**src/rtl/sgmii_pcs_tx_ratematch.sv**
```systemverilog
// SGMII PCS transmit ordered-set generator: idle, config and framed data
// with 10/100/1000 byte replication, one character slot per clock.
module sgmii_pcs_tx_ratematch #(
  parameter int PREAMBLE_LEN = 7,
  parameter int MIN_IPG      = 12
) (
  input  logic        clk,
  input  logic        reset_n,
  input  logic        mode_cfg,
  input  logic [15:0] cfg_word,
  input  logic [1:0]  speed,
  input  logic        valid_in,
  output logic        ready_in,
  input  logic [7:0]  data_in,
  input  logic        eof_in,
  input  logic        tx_rd,
  output logic [7:0]  char_out,
  output logic        ctrl_out,
  output logic        even_out,
  output logic        underrun
);
  localparam logic [7:0] K_IDLE = 8'hBC;
  localparam logic [7:0] K_SOP  = 8'hFB;
  localparam logic [7:0] K_EOP  = 8'hFD;
  localparam logic [7:0] K_EXT  = 8'hF7;
  localparam logic [7:0] K_ERR  = 8'hFE;
  localparam logic [3:0] PRE_LAST = 4'(PREAMBLE_LEN - 2);
  localparam logic [6:0] IPG_MAX  = 7'(MIN_IPG);

  typedef enum logic [3:0] {IDLE, CFG, SOF, PRE, SFD, DATA, ERR, EOT, EXT} state_t;

  state_t      state_q, state_d;
  logic [7:0]  char_q, char_d;
  logic        ctrl_q, ctrl_d;
  logic        even_q;
  logic        underrun_q, underrun_d;
  logic [6:0]  rep_cnt_q, rep_cnt_d;
  logic [6:0]  rep_max_q, rep_max_d;
  logic [3:0]  pre_cnt_q, pre_cnt_d;
  logic [6:0]  ipg_cnt_q, ipg_cnt_d;
  logic [7:0]  hold_q, hold_d;
  logic        eof_q, eof_d;
  logic [2:0]  cfg_pos_q, cfg_pos_d;
  logic [15:0] cfg_q, cfg_d;
  logic        rep_last, ipg_met;

  // rep_max holds the terminal count (REP-1) so no subtraction is needed
  assign rep_last = (rep_cnt_q == rep_max_q);
  assign ipg_met  = (ipg_cnt_q >= IPG_MAX);
  assign ready_in = rep_last && ((state_q == SFD) || (state_q == DATA && !eof_q));

  always_comb begin
    state_d    = state_q;
    rep_cnt_d  = rep_cnt_q;
    rep_max_d  = rep_max_q;
    pre_cnt_d  = pre_cnt_q;
    hold_d     = hold_q;
    eof_d      = eof_q;
    cfg_pos_d  = cfg_pos_q;
    cfg_d      = cfg_q;
    char_d     = K_IDLE;
    ctrl_d     = 1'b1;
    underrun_d = 1'b0;
    case (state_q)
      IDLE: begin
        if (even_q) begin
          char_d = tx_rd ? 8'h50 : 8'hC5;
          ctrl_d = 1'b0;
        end else if (mode_cfg) begin
          state_d   = CFG;
          cfg_pos_d = 3'd0;
          cfg_d     = cfg_word;
        end else if (valid_in && ipg_met) begin
          state_d = SOF;
          char_d  = K_SOP;
          case (speed)
            2'b00:   rep_max_d = 7'd99;
            2'b01:   rep_max_d = 7'd9;
            default: rep_max_d = 7'd0;
          endcase
        end
      end
      CFG: begin
        if (!even_q && !mode_cfg) begin
          state_d = IDLE;
        end else begin
          cfg_pos_d = cfg_pos_q + 3'd1;
          if (cfg_pos_d[1:0] == 2'd0) cfg_d = cfg_word;
          case (cfg_pos_d[1:0])
            2'd0:    begin char_d = K_IDLE; ctrl_d = 1'b1; end
            2'd1:    begin char_d = cfg_pos_d[2] ? 8'h42 : 8'hB5; ctrl_d = 1'b0; end
            2'd2:    begin char_d = cfg_d[7:0]; ctrl_d = 1'b0; end
            default: begin char_d = cfg_d[15:8]; ctrl_d = 1'b0; end
          endcase
        end
      end
      SOF: begin
        state_d   = PRE;
        rep_cnt_d = 7'd0;
        pre_cnt_d = 4'd0;
        char_d    = 8'h55;
        ctrl_d    = 1'b0;
      end
      PRE: begin
        char_d = 8'h55;
        ctrl_d = 1'b0;
        if (rep_last) begin
          rep_cnt_d = 7'd0;
          if (pre_cnt_q == PRE_LAST) begin
            state_d = SFD;
            char_d  = 8'hD5;
          end else begin
            pre_cnt_d = pre_cnt_q + 4'd1;
          end
        end else begin
          rep_cnt_d = rep_cnt_q + 7'd1;
        end
      end
      SFD, DATA: begin
        char_d = (state_q == SFD) ? 8'hD5 : hold_q;
        ctrl_d = 1'b0;
        if (!rep_last) begin
          rep_cnt_d = rep_cnt_q + 7'd1;
        end else if (state_q == DATA && eof_q) begin
          state_d = EOT;
          char_d  = K_EOP;
          ctrl_d  = 1'b1;
        end else if (valid_in) begin
          state_d   = DATA;
          hold_d    = data_in;
          eof_d     = eof_in;
          rep_cnt_d = 7'd0;
          char_d    = data_in;
        end else begin
          // MAC failed to supply a byte when asked: abort with /V/
          state_d    = ERR;
          char_d     = K_ERR;
          ctrl_d     = 1'b1;
          underrun_d = 1'b1;
        end
      end
      ERR: begin
        state_d = EOT;
        char_d  = K_EOP;
      end
      EOT: begin
        state_d = EXT;
        char_d  = K_EXT;
      end
      EXT: begin
        // a second /R/ when needed so IDLE resumes on an even slot
        if (even_q) char_d = K_EXT;
        else        state_d = IDLE;
      end
      default: state_d = IDLE;
    endcase
    ipg_cnt_d = (state_d == EOT) ? 7'd0 : (ipg_met ? IPG_MAX : ipg_cnt_q + 7'd1);
  end

  always_ff @(posedge clk) begin
    if (!reset_n) begin
      state_q    <= IDLE;
      char_q     <= K_IDLE;
      ctrl_q     <= 1'b1;
      even_q     <= 1'b1;
      underrun_q <= 1'b0;
      rep_cnt_q  <= 7'd0;
      rep_max_q  <= 7'd0;
      pre_cnt_q  <= 4'd0;
      ipg_cnt_q  <= IPG_MAX;
      hold_q     <= 8'd0;
      eof_q      <= 1'b0;
      cfg_pos_q  <= 3'd0;
      cfg_q      <= 16'd0;
    end else begin
      state_q    <= state_d;
      char_q     <= char_d;
      ctrl_q     <= ctrl_d;
      even_q     <= ~even_q;
      underrun_q <= underrun_d;
      rep_cnt_q  <= rep_cnt_d;
      rep_max_q  <= rep_max_d;
      pre_cnt_q  <= pre_cnt_d;
      ipg_cnt_q  <= ipg_cnt_d;
      hold_q     <= hold_d;
      eof_q      <= eof_d;
      cfg_pos_q  <= cfg_pos_d;
      cfg_q      <= cfg_d;
    end
  end

  assign char_out = char_q;
  assign ctrl_out = ctrl_q;
  assign even_out = even_q;
  assign underrun = underrun_q;
endmodule
```
**config.mk**
```make
export PLATFORM = sky130hd
export DESIGN_NAME = sgmii_pcs_tx_ratematch
export DESIGN_NICKNAME = d
export VERILOG_FILES = /design/src/rtl/sgmii_pcs_tx_ratematch.sv
export SDC_FILE = /design/constraint.sdc
export NUM_CORES = 1
export LEC_CHECK = 0
export ABC_AREA = 1
export CORE_MARGIN = 8
export CORE_UTILIZATION = 39
export DETAILED_ROUTE_END_ITERATION = 8
export REMOVE_ABC_BUFFERS = 1
export SYNTH_ARGS = -nofsm -noshare
export SYNTH_HDL_FRONTEND = slang
export SYNTH_SLANG_ARGS = --single-unit
```
**constraint.sdc**
```tcl
create_clock -name clk -period 2.2 [get_ports clk]
set_input_delay 0.66 -clock clk [delete_from_list [all_inputs] [get_ports clk]]
set_output_delay 0.66 -clock clk [all_outputs]
set_load 0.005 [all_outputs]
```
== Yosys cells after proc, flatten, opt, wreduce, memory -nomap -nowiden ==
Cells that the tools add are included.

* Input bits: 32
* Output and inout bits: 12
* Register bits: 68
* Word-level logic and storage cells: 123

* Multiplexer cells: 53
* $lt $le $gt $ge: 1
* Reduce and logical (&&, ||, !) cells: 24
* Eq/ne operators: 21
* Add/sub/neg operators: 4
* Bitwise operators: 6

{| class="wikitable"
|+ Operators by type and width
! kind !! count
|-
| two-way mux 8 bit || 10
|-
| two-way mux 16 bit || 4
|-
| one-hot mux 8 bit (8 select lines) || 1
|-
| two-way mux 7 bit || 7
|-
| two-way mux 4 bit || 12
|-
| one-hot mux 16 bit (2 select lines) || 1
|-
| one-hot mux 4 bit (8 select lines) || 1
|-
| equality test 4 x 3 -> 1 bit, second input constant || 6
|-
| one-hot mux 8 bit (3 select lines) || 1
|-
| one-hot mux 7 bit (3 select lines) || 1
|-
| adder 7 x 1 -> 7 bit, second input constant || 2
|-
| one-hot mux 7 bit (2 select lines) || 1
|-
| AND reduction 4 bit || 3
|-
| != test 2 bit, second input constant || 5
|-
| two-way mux 3 bit || 3
|-
| equality test 4 x 2 -> 1 bit, second input constant || 2
|-
| one-hot mux 4 bit (2 select lines) || 1
|-
| equality test 7 bit || 1
|-
| greater-or-equal comparator 7 x 4 -> 1 bit, second input constant || 1
|-
| two-way mux 1 bit || 6
|-
| != test 3 bit, second input constant || 2
|-
| NOT 1 bit || 6
|-
| one-hot mux 3 bit (2 select lines) || 1
|-
| AND reduction 3 bit || 2
|-
| other kinds (18) || 29
|}

== Logic depth before layout (Yosys ltp) ==
* Word-level depth: 8
* Mapped depth: 12

== Least setup slack after synthesis ==
No wires, ideal clock.

* Path type: in2reg
* Start point: input mode_cfg
* End point: register cfg_q[10]
* Buffers on the path: 1
* Stages: 9
* Library setup time: 126 ps
* Path slack: 406 ps
* Data arrival time: 1669 ps
* Data required time: 2074 ps
* Cell sequence: nor2_1 -> inv_2 -> nand2_4 -> inv_2 -> a21oi_4 -> inv_4 -> buf_2 -> o21ai_0 -> a21oi_1

* Word-level cells in the longest chain between the ends: 4

{| class="wikitable"
|+ Ends and longest elaborated chain
! what !! RTL line !! source
|-
| start: declaration || 9 || <nowiki>input logic mode_cfg,</nowiki>
|-
| zero test 1 bit || 84 || <nowiki>if (!even_q && !mode_cfg) begin</nowiki>
|-
| logical AND 1 bit || 84 ||
|-
| != test 2 bit (no line) || -- ||
|-
| AND reduction 4 bit (no line) * || -- ||
|-
| end signal: assignment || 188 || <nowiki>cfg_q <= cfg_d;</nowiki>
|-
| end: declaration || 44 || <nowiki>logic [15:0] cfg_q, cfg_d;</nowiki>
|}

Mark *: on every way between the ends. The rest lies on a longest branch, timed or not.
A chain may end at the register's enable or synchronous reset.

== Worst setup path after layout ==
* Start point: register even_q, in the netlist even_out
* End point: output even_out

{| class="wikitable"
|+ RTL lines
! what !! RTL line !! source
|-
| start: declaration || 35 || <nowiki>logic even_q;</nowiki>
|-
| start signal: assignment || 179 || <nowiki>even_q <= ~even_q;</nowiki>
|-
| end: declaration || 19 || <nowiki>output logic even_out,</nowiki>
|}

No word-level cell between the ends.

==> metrics <==
status finished, final reports clean; drt total wl 9760 um; fin crit share 95.4%; via/cell ratio 5.11; vias in the first global route 3399; CP Cell Sequence clkdlybuf4s50_1; Synth top area share 36.5%; cell count after synthesis 504; clock tree buffer depth 2; area of the mapped netlist 3510 um2; clock slew at reported path FFs 0.07 ns; met3 GRT Util 3.68%; critical path buffer and inverter count 1; Final setup viols 0; total grt overflow 0; Diodes inserted 0; Worst setup SP type flop; Leak 1.87 nW; sequential share of the synthesized area 36.5%; library cells used by synthesis 41; Wirelength per Cell 14.1 um; max incr delay on CP 0.58 ns; pwr dens 616 nW/um2; Worst Hold Class flop to flop; IO buf count 43; final worst slack 0.102 ns; total negative slack 0 ns; critical path capture point type primary output; Post-synth top cells nand2_1, a21oi_1, dfxtp_1; peak supply drop 0.265 mV; dpl hpwl 7280 um; Hold Vio Cnt, Final 0; # H-tree levels 3; fin crit period 2.10 ns; yosys warns 0; Inserted Clock Buffers 9; Final GP Congestion 0.884; die area 12300 um2; top cells by area, synth dfxtp_1, a21oi_1, nand2_1, o21ai_0, inv_1; Most Crowded Layer GR met2; share of layout cells above drive strength 1 17.7%; Skew-Pair Late Insertion Delay 0.33 ns; initial antenna violation count 0; cell family contributing the most delay on the critical path buffers and inverters; Yosys reg bits 64; Antenna Nets Post-Route 0; CP Data Required Time 1.54 ns; max frequency 0.477 GHz; Async S/R FF share, synth 0%; number of remaining DRC errors 0; Core Area 8720 um2; critical path peak fanout 7; drt pass-1 iters 4; Clock Sinks 64; Via Count 3532; Placed Cells 672; Crit Path Class flop to primary output; clk_skew 0.00701 ns; Finished Layout Cells 691; Critical Path AT 1.44 ns; Hold WS 0.454 ns; GRT Overall Usage 15.8%; CTS tree yes; Setup WS pre-CTS -0.0287 ns; syn_area_per_cell 6.96 um2; area grow syn2layout 28.3%; Fill cells 874; Main synth FF type dfxtp_1; Iteration-0 DRC Markers 131; EDFF count, synth 0; Die Y 111 um; CTS root buffer clkbuf_8; initial core utilization 40.2%; largest net degree at the start of global routing 30; DIE WIDTH 111 um; Top Ports 44; num rows 34; M2 GR Usage 25.2%; max_cap viols 0; # nets final 619; Slowest cell on crit path clkdlybuf4s50_1; top-count cell post-synth nand2_1; area leader, netlist dfxtp_1; first-pass GRT wire length 16200 um; met1 usage 20.2%; Slew Viols, Final 0; RSZ-0062 raised after global routing yes
[final timing paths]
check,endpoint,from,slack [ns],cells after the start
setup / recovery,even_out,even_out$_SDFF_PN1_,0.10,1
hold / removal,hold_q[1]$_SDFFE_PN0P_,hold_q[1]$_SDFFE_PN0P_,0.45,2
setup reg to reg,char_out[6]$_SDFF_PN0_,cfg_pos_q[1]$_SDFFE_PN0P_,0.16,8
hold reg to reg,hold_q[1]$_SDFFE_PN0P_,hold_q[1]$_SDFFE_PN0P_,0.45,2
[worst reg2reg max path, cell delays in order (launching register included)]
cell,delay [ns]
dfxtp_1,0.39
ha_1,0.29
inv_1,0.26
o21ai_0,0.31
o21ai_0,0.11
o21ai_0,0.25
nand2_1,0.08
nor2_1,0.15
a21oi_1,0.09
[where the power goes]
| part | switching, W | internal, W |
|---|---|---|
| Clock | 0.000456 | 0.000588 |
| Sequential | 0.0000370 | 0.00122 |
| Combinational | 0.000254 | 0.000217 |
[layout by cell type (no fill, tap or decap), types with 2 or more instances in the layout]
master           Yosys  final
nand2_2              9     13
dfxtp_1             64     58
o211a_1              2      2
o211ai_1             4      4
o21ai_1              3      5
nand2_1             86     82
xor2_1               4      4
o21ai_0             52     50
inv_1               53     48
nor3_1               8      8
a21oi_1             69     69
a22oi_1              3      3
nand4_1              7      7
clkbuf_8             0     11
mux2i_1              2      2
buf_4                1     33
nor2_2               4      5
clkbuf_1             9      3
clkdlybuf4s50_1      0     42
nand3_1             24     24
conb_1               1      3
inv_2                5     10
xnor2_1              2      2
ha_1                 9      9
or2_2                8      8
nor2_4               5      7
nor2_1              46     43
a31oi_1              3      3
o2111ai_1            3      3
dfxtp_2              0      6
[per-layer routing]
layer | up-vias | wire length (um) | share of wire, %
li1 | 1827 | - | -
met1 | 1625 | 4670 | 48
met2 | 71 | 4590 | 47
met3 | 9 | 412 | 4.2
met4 | 0 | 93 | 0.95
met5 | - | 0 | 0
[final cells by class]
cell class	count	area [um2]	area share (%)
well taps	108	135	3.00
repair buffers	77	693	15.4
inverters	59	224	4.97
clock inverters	2	37.5	0.834
multi-input cells	367	1960	43.6
flip-flops and latches	64	1290	28.6
clock buffers	14	163	3.61
[stage by stage]
step           total power [W]  area (um2)  util (%)
6_report               0.00278        4500      51.6
5_1_grt                0.00291        4500      51.6
4_1_cts                0.00279        4460      51.1
3_5_place_dp           0.00175        4250      48.7
3_3_place_gp           0.00174        4250      48.7
2_1_floorplan          0.00153        3440         -
[cells by family after synthesis]
logic type               after synthesis  synth area share [%]
AO/OA/AOI/OAI                        145                  22.8
XOR/XNOR                               6                  1.50
adder cells (fa/ha/maj)                9                  3.21
buffers and inverters                 75                  8.59
flip-flops                            64                  36.5
multiplexers                           2                 0.570
other                                  1                 0.107
AND/OR/NAND/NOR                      202                  26.7
[flip-flops by register name (all words and copies together) (netlist names), 3 cells and up]
name and count:
cfg_q 16, rep_cnt_q 7, cfg_pos_q 3, ipg_cnt_q 7, hold_q 8, state_q 4
char_out 8, rep_max_q 3, pre_cnt_q 4
[what timing repair did]
item / in CTS / in global routing
setup endpoints to repair: 1 / 2
resized for setup: 9 / 17
hold buffers: 0 / 0
buffers inserted: 0 / 3
pin swaps: 1 / 7
(Power assumes the default switching activity.)
